File: src/rtl/cla_sub_serial.sv
// Serial 64-bit subtractor: one lookahead slice of SLICE_W bits per cycle, valid/ready on both sides.
// Define CLA_SUB_OVF_EN to add the registered signed-overflow output ovf.
module cla_sub_serial #(
  parameter int unsigned SLICE_W = 8
) (
  input  logic        clk,
  input  logic        rst,
  input  logic        in_valid,
  output logic        in_ready,
  input  logic [63:0] a,
  input  logic [63:0] b,
  output logic        out_valid,
  input  logic        out_ready,
  output logic [63:0] diff,
  output logic        borrow
`ifdef CLA_SUB_OVF_EN
  ,
  output logic        ovf
`endif
);

  localparam int unsigned NSLICE = 64 / SLICE_W;
  localparam int unsigned KW     = (NSLICE > 1) ? $clog2(NSLICE) : 1;
  localparam logic [KW-1:0] K_LAST = KW'(NSLICE - 1);

  typedef enum logic [1:0] {IDLE, RUN, DONE} state_t;

  state_t              state, state_nxt;
  logic [63:0]         a_q, nb_q;
  logic                carry;
  logic [KW-1:0]       k;
  logic [SLICE_W-1:0]  sa, snb, g, kl, p, sum;
  logic [SLICE_W:0]    c;
  logic [63+SLICE_W:0] diff_cat;

  // Operands shift down one slice per cycle, so the active slice is always the low bits;
  // results enter diff from the top and reach their final position after NSLICE cycles.
  assign sa       = a_q[SLICE_W-1:0];
  assign snb      = nb_q[SLICE_W-1:0];
  assign g        = sa & snb;
  assign kl       = ~sa & ~snb;
  assign p        = ~(g | kl);
  assign sum      = p ^ c[SLICE_W-1:0];
  assign diff_cat = {sum, diff};

  // Each carry is a flat sum of products over generate/propagate terms and the carry-in.
  always_comb begin
    logic cc, pp;
    c    = '0;
    c[0] = carry;
    for (int unsigned i = 0; i < SLICE_W; i++) begin
      cc = 1'b0;
      pp = 1'b1;
      for (int unsigned j = 0; j <= i; j++) begin
        cc = cc | (g[i-j] & pp);
        pp = pp & p[i-j];
      end
      c[i+1] = cc | (pp & carry);
    end
  end

  always_comb begin
    state_nxt = state;
    case (state)
      IDLE:    if (in_valid) state_nxt = RUN;
      RUN:     if (k == K_LAST) state_nxt = DONE;
      DONE:    if (out_ready) state_nxt = IDLE;
      default: state_nxt = IDLE;
    endcase
  end

  assign in_ready  = (state == IDLE);
  assign out_valid = (state == DONE);

  always_ff @(posedge clk) begin
    if (rst) begin
      state  <= IDLE;
      a_q    <= '0;
      nb_q   <= '0;
      carry  <= 1'b0;
      k      <= '0;
      diff   <= '0;
      borrow <= 1'b0;
`ifdef CLA_SUB_OVF_EN
      ovf    <= 1'b0;
`endif
    end else begin
      state <= state_nxt;
      case (state)
        IDLE: if (in_valid) begin
          a_q   <= a;
          nb_q  <= ~b;
          carry <= 1'b1;
          k     <= '0;
          diff  <= '0;
        end
        RUN: begin
          a_q   <= a_q >> SLICE_W;
          nb_q  <= nb_q >> SLICE_W;
          diff  <= diff_cat[63+SLICE_W:SLICE_W];
          carry <= c[SLICE_W];
          k     <= k + 1'b1;
          if (k == K_LAST) begin
            borrow <= ~c[SLICE_W];
`ifdef CLA_SUB_OVF_EN
            // Top slice holds a[63] and ~b[63]; equal means the operand signs differ.
            ovf    <= (sa[SLICE_W-1] == snb[SLICE_W-1]) && (sum[SLICE_W-1] != sa[SLICE_W-1]);
`endif
          end
        end
        default: ;
      endcase
    end
  end

endmodule

File: config.mk
export PLATFORM = sky130hd
export DESIGN_NAME = cla_sub_serial
export DESIGN_NICKNAME = d
export VERILOG_FILES = /design/src/rtl/cla_sub_serial.sv
export SDC_FILE = /design/constraint.sdc
export NUM_CORES = 1
export LEC_CHECK = 0
export ABC_AREA = 1
export CAP_MARGIN = 0
export CORE_MARGIN = 2
export CORE_UTILIZATION = 36
export DETAILED_ROUTE_END_ITERATION = 16
export GPL_ROUTABILITY_DRIVEN = 0
export SLEW_MARGIN = 15
export SYNTH_ARGS = -nofsm -noshare
export SYNTH_HDL_FRONTEND = slang
export SYNTH_SLANG_ARGS = --single-unit
File: constraint.sdc
create_clock -name clk -period 1.8 [get_ports clk]
set_clock_uncertainty 0.15 [all_clocks]
set_input_delay 0.36 -clock clk [delete_from_list [all_inputs] [get_ports clk]]
set_output_delay 0.36 -clock clk [all_outputs]
set_load 0.02 [all_outputs]
# Word-level counts from Yosys, hierarchy flattened
# Index checks and enable logic that the tools add are counted.
[classes] n_addsub=1 n_mul=0 div=0 magnitude_cmp=0 n_eq_ne=6 shifts=0 n_mux=14 bitwise_logic=109 n_reduce_logical=5
[op_table] cell="case mux 64 bit (2 select lines)" count=3
[op_table] cell="2-to-1 mux 64 bit" count=3
[op_table] cell="bitwise AND 1 bit" count=64
[op_table] cell="inverter 64 bit" count=1
[op_table] cell="bitwise OR 1 bit" count=36
[op_table] cell="inverter 8 bit" count=3
[op_table] cell="bitwise AND 8 bit" count=2
[op_table] cell="bitwise OR 8 bit" count=1
[op_table] cell="bitwise XOR 8 bit" count=1
[op_table] cell="2-to-1 mux 2 bit" count=3
[op_table] cell="case mux 2 bit (3 select lines)" count=1
[op_table] cell="case mux 3 bit (2 select lines)" count=1
[op_table] cell="!= test 2 bit (second input constant)" count=2
[op_table] cell="AND reduction 2 bit" count=2
[op_table] cell="adder 3 x 1 -> 3 bit (second input constant)" count=1
[op_table] cell="== test 3 bit (second input constant)" count=1
[op_table] cell="2-to-1 mux 3 bit" count=1
[op_table] cell="AND reduction 3 bit" count=1
[op_table] cell="== test 2 x 1 -> 1 bit (second input constant)" count=1
[op_table] cell="== test 2 bit (second input constant)" count=1
[op_table] cell="logical NOT 2 bit" count=1
[op_table] cell="!= test 2 x 1 -> 1 bit (second input constant)" count=1
[op_table] cell="case mux 1 bit (2 select lines)" count=1
[op_table] cell="nonzero test 2 bit" count=1
[op_table] cell="2 further kinds" count=2
[totals] register_bits=199 latch_bits=0 ramBits=0 rom_bits=0 elab_cells=142 n_memories=0

# Logic depth before layout (Yosys ltp)
# Gate-level depths: netlist (run 1).
[logic_depth] word_depth=14 ltp_mapped=11 depth_no_buf=11

# Worst setup path before layout (run 1)
# No wires, ideal clock.
[synth_timing] path_type="reg-to-reg" from="register a_q[2]" to="register carry" setup_ps=113 arrival_time_ps=1339 slack_ps=198 path_stages_with_launch=12 path_buffers=0 period_less_slack_ps=1602 path_cell_list="dfxtp_1 ha_1 nand2_1 nand2_1 nor2_1 nand2_1 nand2_1 nand2_1 nand2_1 nand2_1 o21ai_1 inv_1"
[synth_between] elab_chain_len=10 word_cells_on_any_way=17 cone_classes="mux (1); bitwise (16)"
[synth_lines] item="from (decl)" line="29" source="logic [63:0] a_q, nb_q;"
[synth_lines] item="from (signal assigned)" line="98" source="a_q <= a_q >> SLICE_W;"
[synth_lines] item="inverter 8 bit" line="41" source="assign kl = ~sa & ~snb;"
[synth_lines] item="bitwise AND 8 bit" line="41"
[synth_lines] item="bitwise OR 8 bit" line="42" source="assign p = ~(g | kl);"
[synth_lines] item="inverter 8 bit" line="42"
[synth_lines] item="bitwise AND 1 bit" line="56" source="pp = pp & p[i-j];"
[synth_lines] item="bitwise AND 1 bit, on equally long branches" line="55, 56"
[synth_lines] item="bitwise OR 1 bit (tied with other cells)" line="55" source="cc = cc | (g[i-j] & pp);"
[synth_lines] item="bitwise OR 1 bit / bitwise AND 1 bit (equally long branches)" line="55, 58"
[synth_lines] item="bitwise OR 1 bit (*)" line="58" source="c[i+1] = cc | (pp & carry);"
[synth_lines] item="case mux 1 bit (2 select lines) (*)" line="89" source="case (state)"
[synth_lines] item="to (signal assigned)" line="101" source="carry <= c[SLICE_W];"
[synth_lines] item="to (decl)" line="30" source="logic carry;"
# Every way passes the cells marked *; elsewhere a longest branch is shown, timed or not.
# A chain may end at the register's enable or synchronous reset.

# Worst setup path after layout (run 1)
# Ends and elaborated chain as after synthesis.

==> flow_summary.ini, run 1 <==
[yosys]
synth_nets = 1208
ys_top_cells_by_area = dfxtp_1, nand2_1, o21ai_0
synth.distinct_cells = 23
syn_inst = 1065
seq_area_frac_synth_pct = 49.4
synth.largest_area_cell = dfxtp_1
synth_top_area_share_pct = 49.4
netlist_area_um2 = 8070
yosysWarnings = 0
avgSynthCellArea_um2 = 7.58
synth-seq-cells = 199

[final_layout]
num-nets-final = 1385
area_growth_pct = 38.9
fill_cells = 2181
drive_gt1_share_pct = 8.84
diodes = 0

[placed_design]
dp_hpwl_um = 15200
io_buffers = 198

[global_routing]
grt_pass1_vias = 7020
grt_pass1_wl_um = 35600
gr-usage-all-layers_pct = 18.3
grt_max_degree = 85
overflow = 0
antenna_found_initial = 0

[setup_path]
slowest_stage = dfxtp_2
crit_type = flop to flop
path_buf_inv = 1
path_cells = ha_4, nand2_1, nand2_1, nor2_1, nand2_2, nand2_2, nand2_1, nand2_1, nand2_1, o21ai_1, inv_1
crit_required_ns = 1.97
arrival_ns = 1.89
crit_fanout = 6
worstSetupEndpointType = flop
cpPeakStageDelay_ns = 0.35
worst_setup_path_start_kind = flop
crit_top_cell = nand2_1
critPathTopFamily = simple AND/OR/NAND/NOR gates

[timing]
max_freq_ghz = 0.583
finalSetupTns_ns = 0
tightest_slew_ns = 0.407
setup_viol = 0
final_hold_viol_count = 0
finalCritPeriodShare_pct = 95.3
slew_viol_final = 0
rsz0062_at_grt = no
max_slew_margin_pct = 72.9
period_minus_slack_ns = 1.72

[cts]
htree_num_levels = 4
cts_tree = done
clkLatencyLatePin_ns = 0.43
numCtsBuffers = 17
path_clk_slew_ns = 0.07
cts_root_buffer = clkbuf_16
hold_buffers = 0
cts_sinks = 199
clk_path_buf_depth = 2

[floorplan]
die_y_um = 154
ioPinCount = 199
start_util_pct = 36.9
die_area_um2 = 23600
fp.coreArea_um2 = 21900
floorplan.rows = 54
fp.dieW_um = 154

[status]
status = completed

[route]
routed_via_density = 4.96
via_count = 7606
wirelength_um = 23000
drt_pass1_iterations = 6
drt_iter0_drc = 402
wire_per_inst_um = 15.0
antenna_left = 0
drc = 0

[flow_run]
drv_cap = 0

[power_and_ir_drop]
p_leak_nw = 4.56
ir_worst_vdd_v = 0.000583
finalPower_mw = 10.6
p_per_area_nw_per_um2 = 945

[worst_hold_path]
hold_path.class = input pin to flop
==> cell type report <==
class	instances	area [µm²]	area share [%]
Inverter	15	61.3	0.547
Tap cell	280	350	3.12
Clock buffer	17	425	3.79
Multi-Input combinational cell	764	3670	32.7
Clock inverter	15	164	1.46
Timing Repair Buffer	245	2550	22.8
Sequential cell	199	3990	35.6
==> cells in the mapped netlist (all sizes together) <==
library cell  count
nor2             15
nor3              1
fa                1
nand3            17
ha               10
nand4             2
clkbuf           34
a21oi           147
dfxtp           199
a31oi            56
o21a              1
nand2           332
or2               9
buf              53
inv              15
o21ai           173
==> timing repair <==
action                     4_1_cts  5_1_grt
cloned                           0        3
setup endpoints to repair       81      132
pin swaps                        0        1
gates resized for setup         70       20
setup buffers                    0        2
==> cells in the final DEF, fill, tap and decap left out, types with 2 or more instances in the layout <==
cell type / count
a21oi_1: 146
a31oi_1: 56
buf_12: 21
buf_4: 21
buf_6: 4
clkbuf_16: 19
clkdlybuf4s50_1: 130
clkinv_4: 3
clkinvlp_4: 2
dfxtp_1: 196
dfxtp_2: 2
dlygate4sd2_1: 65
ha_1: 7
ha_4: 3
inv_1: 12
inv_2: 2
inv_6: 4
inv_8: 4
nand2_1: 327
nand2_2: 3
nand3_1: 15
nand3_2: 2
nand4_1: 2
nor2_1: 12
nor2_4: 2
o21ai_0: 156
o21ai_1: 17
or2_2: 9
==> stage by stage <==
step                      instances  setup WS (ns)  utilization [%]  hold slack (ns)  cell area [µm²]
after floorplan                1065          0.198                -            0.279             8070
after global placement         1498        -0.0778             48.2            0.294            10600
after detailed placement       1498        -0.0871             48.2            0.302            10600
after CTS                      1530        -0.0170             50.6            0.309            11100
after global routing           1535        0.00129             51.2            0.310            11200
final                          1535         0.0848             51.2            0.300            11200
==> registers in the layout, summed over array words and instances, names as in the netlist <==
name,count
state,2
carry,1
a_q,64
nb_q,64
borrow,1
diff,64
k,3
==> cell families after synthesis <==
kind of cell | Yosys count | share of synthesized area [%]
AO/OA/AOI/OAI | 377 | 24.3
AND/OR/NAND/NOR | 376 | 18.3
flip-flops | 199 | 49.4
buffers and inverters | 102 | 6.22
adder cells (fa/ha/maj) | 11 | 1.80
==> final timing paths <==
check                        startpoint                    end  slack (ns)  depth (start not counted)
setup / recovery    a_q[2]$_SDFFE_PP0P_     carry$_SDFFE_PP0P_        0.08                         11
hold / removal                      rst  nb_q[56]$_SDFFE_PP0P_        0.30                          3
setup reg to reg    a_q[2]$_SDFFE_PP0P_     carry$_SDFFE_PP0P_        0.08                         11
hold reg to reg   nb_q[62]$_SDFFE_PP0P_  nb_q[62]$_SDFFE_PP0P_        0.31                          2
==> metal layers <==
metal	vias up	wire, µm	global-route usage [%]
li1	3958	-	-
met2	184	10500	29.6
met5	-	0	0
met1	3452	11000	24.9
met4	0	206	3.71
met3	12	1340	4.85
==> where the power goes <==
part	leakage, nW	internal (mW)	switching [mW]
clock	0.285	1.98	1.86
sequential	1.64	4.74	0.184
combinational	2.63	0.879	0.959
total	4.56	7.59	3.00
==> tightest hold or removal path: stages <==
cell and delay (ns):
buf_2 0.13, buf_12 0.19, a21oi_1 0.14
Power figures use the tool's default switching activity.
==> inputs of run 2 (changes only) <==
--- a/config.mk
+++ b/config.mk
@@ -8,7 +8,7 @@
 export ABC_AREA = 1
 export CAP_MARGIN = 0
 export CORE_MARGIN = 2
-export CORE_UTILIZATION = 36
+export CORE_UTILIZATION = 25
 export DETAILED_ROUTE_END_ITERATION = 16
 export GPL_ROUTABILITY_DRIVEN = 0
 export SLEW_MARGIN = 15
==> run 2 against run 1 <==
Net effect:
- combinational power down 4%
- non-clock buffer count is 10 lower
- sequential power barely moved
- final cell count increased by 7.3%
- register-to-register slack worse by 0.02 ns
- via count down 0.74%
- fmax decreased by 2.5%
- routed wire length grew 3.5%
- design area fell by 0.11%
- worst setup slack worse by 0.044 ns
- utilization decreased by 16 points
==> flow_summary.ini, run 2 (synthesis gave the netlist of run 1 again) <==
[route]
drc = 0
routed_via_density = 4.58
wire_per_inst_um = 14.4
via_count = 7550
antenna_left = 0
drt_iter0_drc = 485
drt_pass1_iterations = 5
wirelength_um = 23800

[placed_design]
dp_hpwl_um = 16400
dpl.cell_count = 1612
io_buffers = 198

[power_and_ir_drop]
swShare_pct = 28.2
p_switching_mw = 2.97
clkPwrFrac_pct = 36.3
pwr-share-seq_pct = 46.9
internal-power_mw = 7.54
p_per_area_nw_per_um2 = 938
finalPower_mw = 10.5
ir_worst_vdd_v = 0.000464
p_leak_nw = 4.47
comb_power_share_pct = 16.8

[timing]
max_slew_margin_pct = 68.2
slew_viol_final = 0
rsz0062_at_grt = yes
finalCritPeriodShare_pct = 97.7
max_freq_ghz = 0.569
final_hold_viol_count = 0
tightest_slew_ns = 0.477
finalSetupTns_ns = 0
period_minus_slack_ns = 1.76
setup_viol = 0

[setup_path]
crit_fanout = 3
worstSetupEndpointType = output pin
worst_setup_path_start_kind = flop
cpPeakStageDelay_ns = 0.36
arrival_ns = 1.25
crit_required_ns = 1.29
slowest_stage = dfxtp_2
crit_type = flop to output pin
path_cells = nor2_4, clkdlybuf4s15_2

[global_routing]
grt_max_degree = 116
gr-usage-all-layers_pct = 13.8
grt_pass1_wl_um = 37100
grt_pass1_vias = 7016
antenna_found_initial = 0
overflow = 0

[final_layout]
num-nets-final = 1375
diodes = 0
stdcell_count = 1647
multi_input_area_um2 = 3670
top_regs = a_q x64, diff x64, nb_q x64
drive_gt1_share_pct = 8.43
fin_util_pct = 35.4
fill_cells = 3271
mostFrequentLayoutCells = nand2_1, dfxtp_1, o21ai_0
regArea_um2 = 3990
final_common_cell = nand2_1
area_growth_pct = 38.8

[floorplan]
fp.dieW_um = 184
die_y_um = 184
start_util_pct = 25.5
floorplan.rows = 65
ioPinCount = 199
die_area_um2 = 33700
fp.coreArea_um2 = 31600

[flow_run]
drv_cap = 0

[cts]
hold_buffers = 0
path_clk_slew_ns = 0.07
cts_root_buffer = clkbuf_16
clkLatencyLatePin_ns = 0.42
numCtsBuffers = 17
cts_sinks = 199
cts_tree = done
clk_path_buf_depth = 2
htree_num_levels = 4

[worst_hold_path]
hold_path.class = input pin to flop

[status]
status = completed
[run 2: worst max-delay path: cells and delay by family (launching register included)]
| family | cells | cell delay (ns) |
|---|---|---|
| buf+inv | 1 | 0.29 |
| flops | 1 | 0.36 |
| simple gates | 1 | 0.19 |
[run 2: routing by layer]
layer | global-route usage (%) | wire, µm | vias to the layer above
met1 | 19.2 | 11700 | 3431
met3 | 2.91 | 1160 | 14
met2 | 21.3 | 10600 | 172
met4 | 4.19 | 341 | 0
met5 | 0 | 0 | -
li1 | - | - | 3933
[run 2: per-stage QoR]
stage | hold slack [ns] | instance area, µm² | worst slack, ns
final | 0.297 | 11200 | 0.0411
after detailed placement | 0.302 | 10500 | -0.120
after CTS | 0.294 | 11100 | 0.0175
after floorplan | 0.279 | 8070 | 0.198
after global placement | 0.290 | 10500 | -0.110
after global routing | 0.302 | 11200 | -0.00526
[run 2: final cells by class]
type,instances,area share (%)
timing repair buffer,235,21.4
clock inverter,13,1.22
sequential,199,35.7
clock buffer,19,3.96
inverter,15,0.525
tap,402,4.49
multi-input combinational,764,32.8
[run 2: what timing repair did]
item | CTS | global route
setup endpoints to repair | 71 | 50
pin swaps | 0 | 4
resized for setup | 75 | 23
cloned | 0 | 1
buffers inserted | 0 | 2
[run 2: power groups by stage]
stage | Combinational, mW | Clock (mW) | Sequential [mW]
final | 1.76 | 3.82 | 4.92
after global routing | 1.97 | 4.11 | 4.97
after CTS | 1.72 | 3.92 | 4.92
after detailed placement | 1.71 | 0 | 5.02
after global placement | 1.69 | 0 | 5.01
after floorplan | 0.998 | 0 | 4.98
[run 2: final timing paths]
check,from,end,slack [ns],cells past startpoint
worst max-delay path,state[1]$_SDFFE_PP0P_,in_ready,0.04,2
worst max register to register,state[1]$_SDFFE_PP0P_,nb_q[9]$_SDFFE_PP0P_,0.06,8
worst min-delay path,rst,nb_q[62]$_SDFFE_PP0P_,0.30,3
worst min register to register,nb_q[62]$_SDFFE_PP0P_,nb_q[62]$_SDFFE_PP0P_,0.31,2
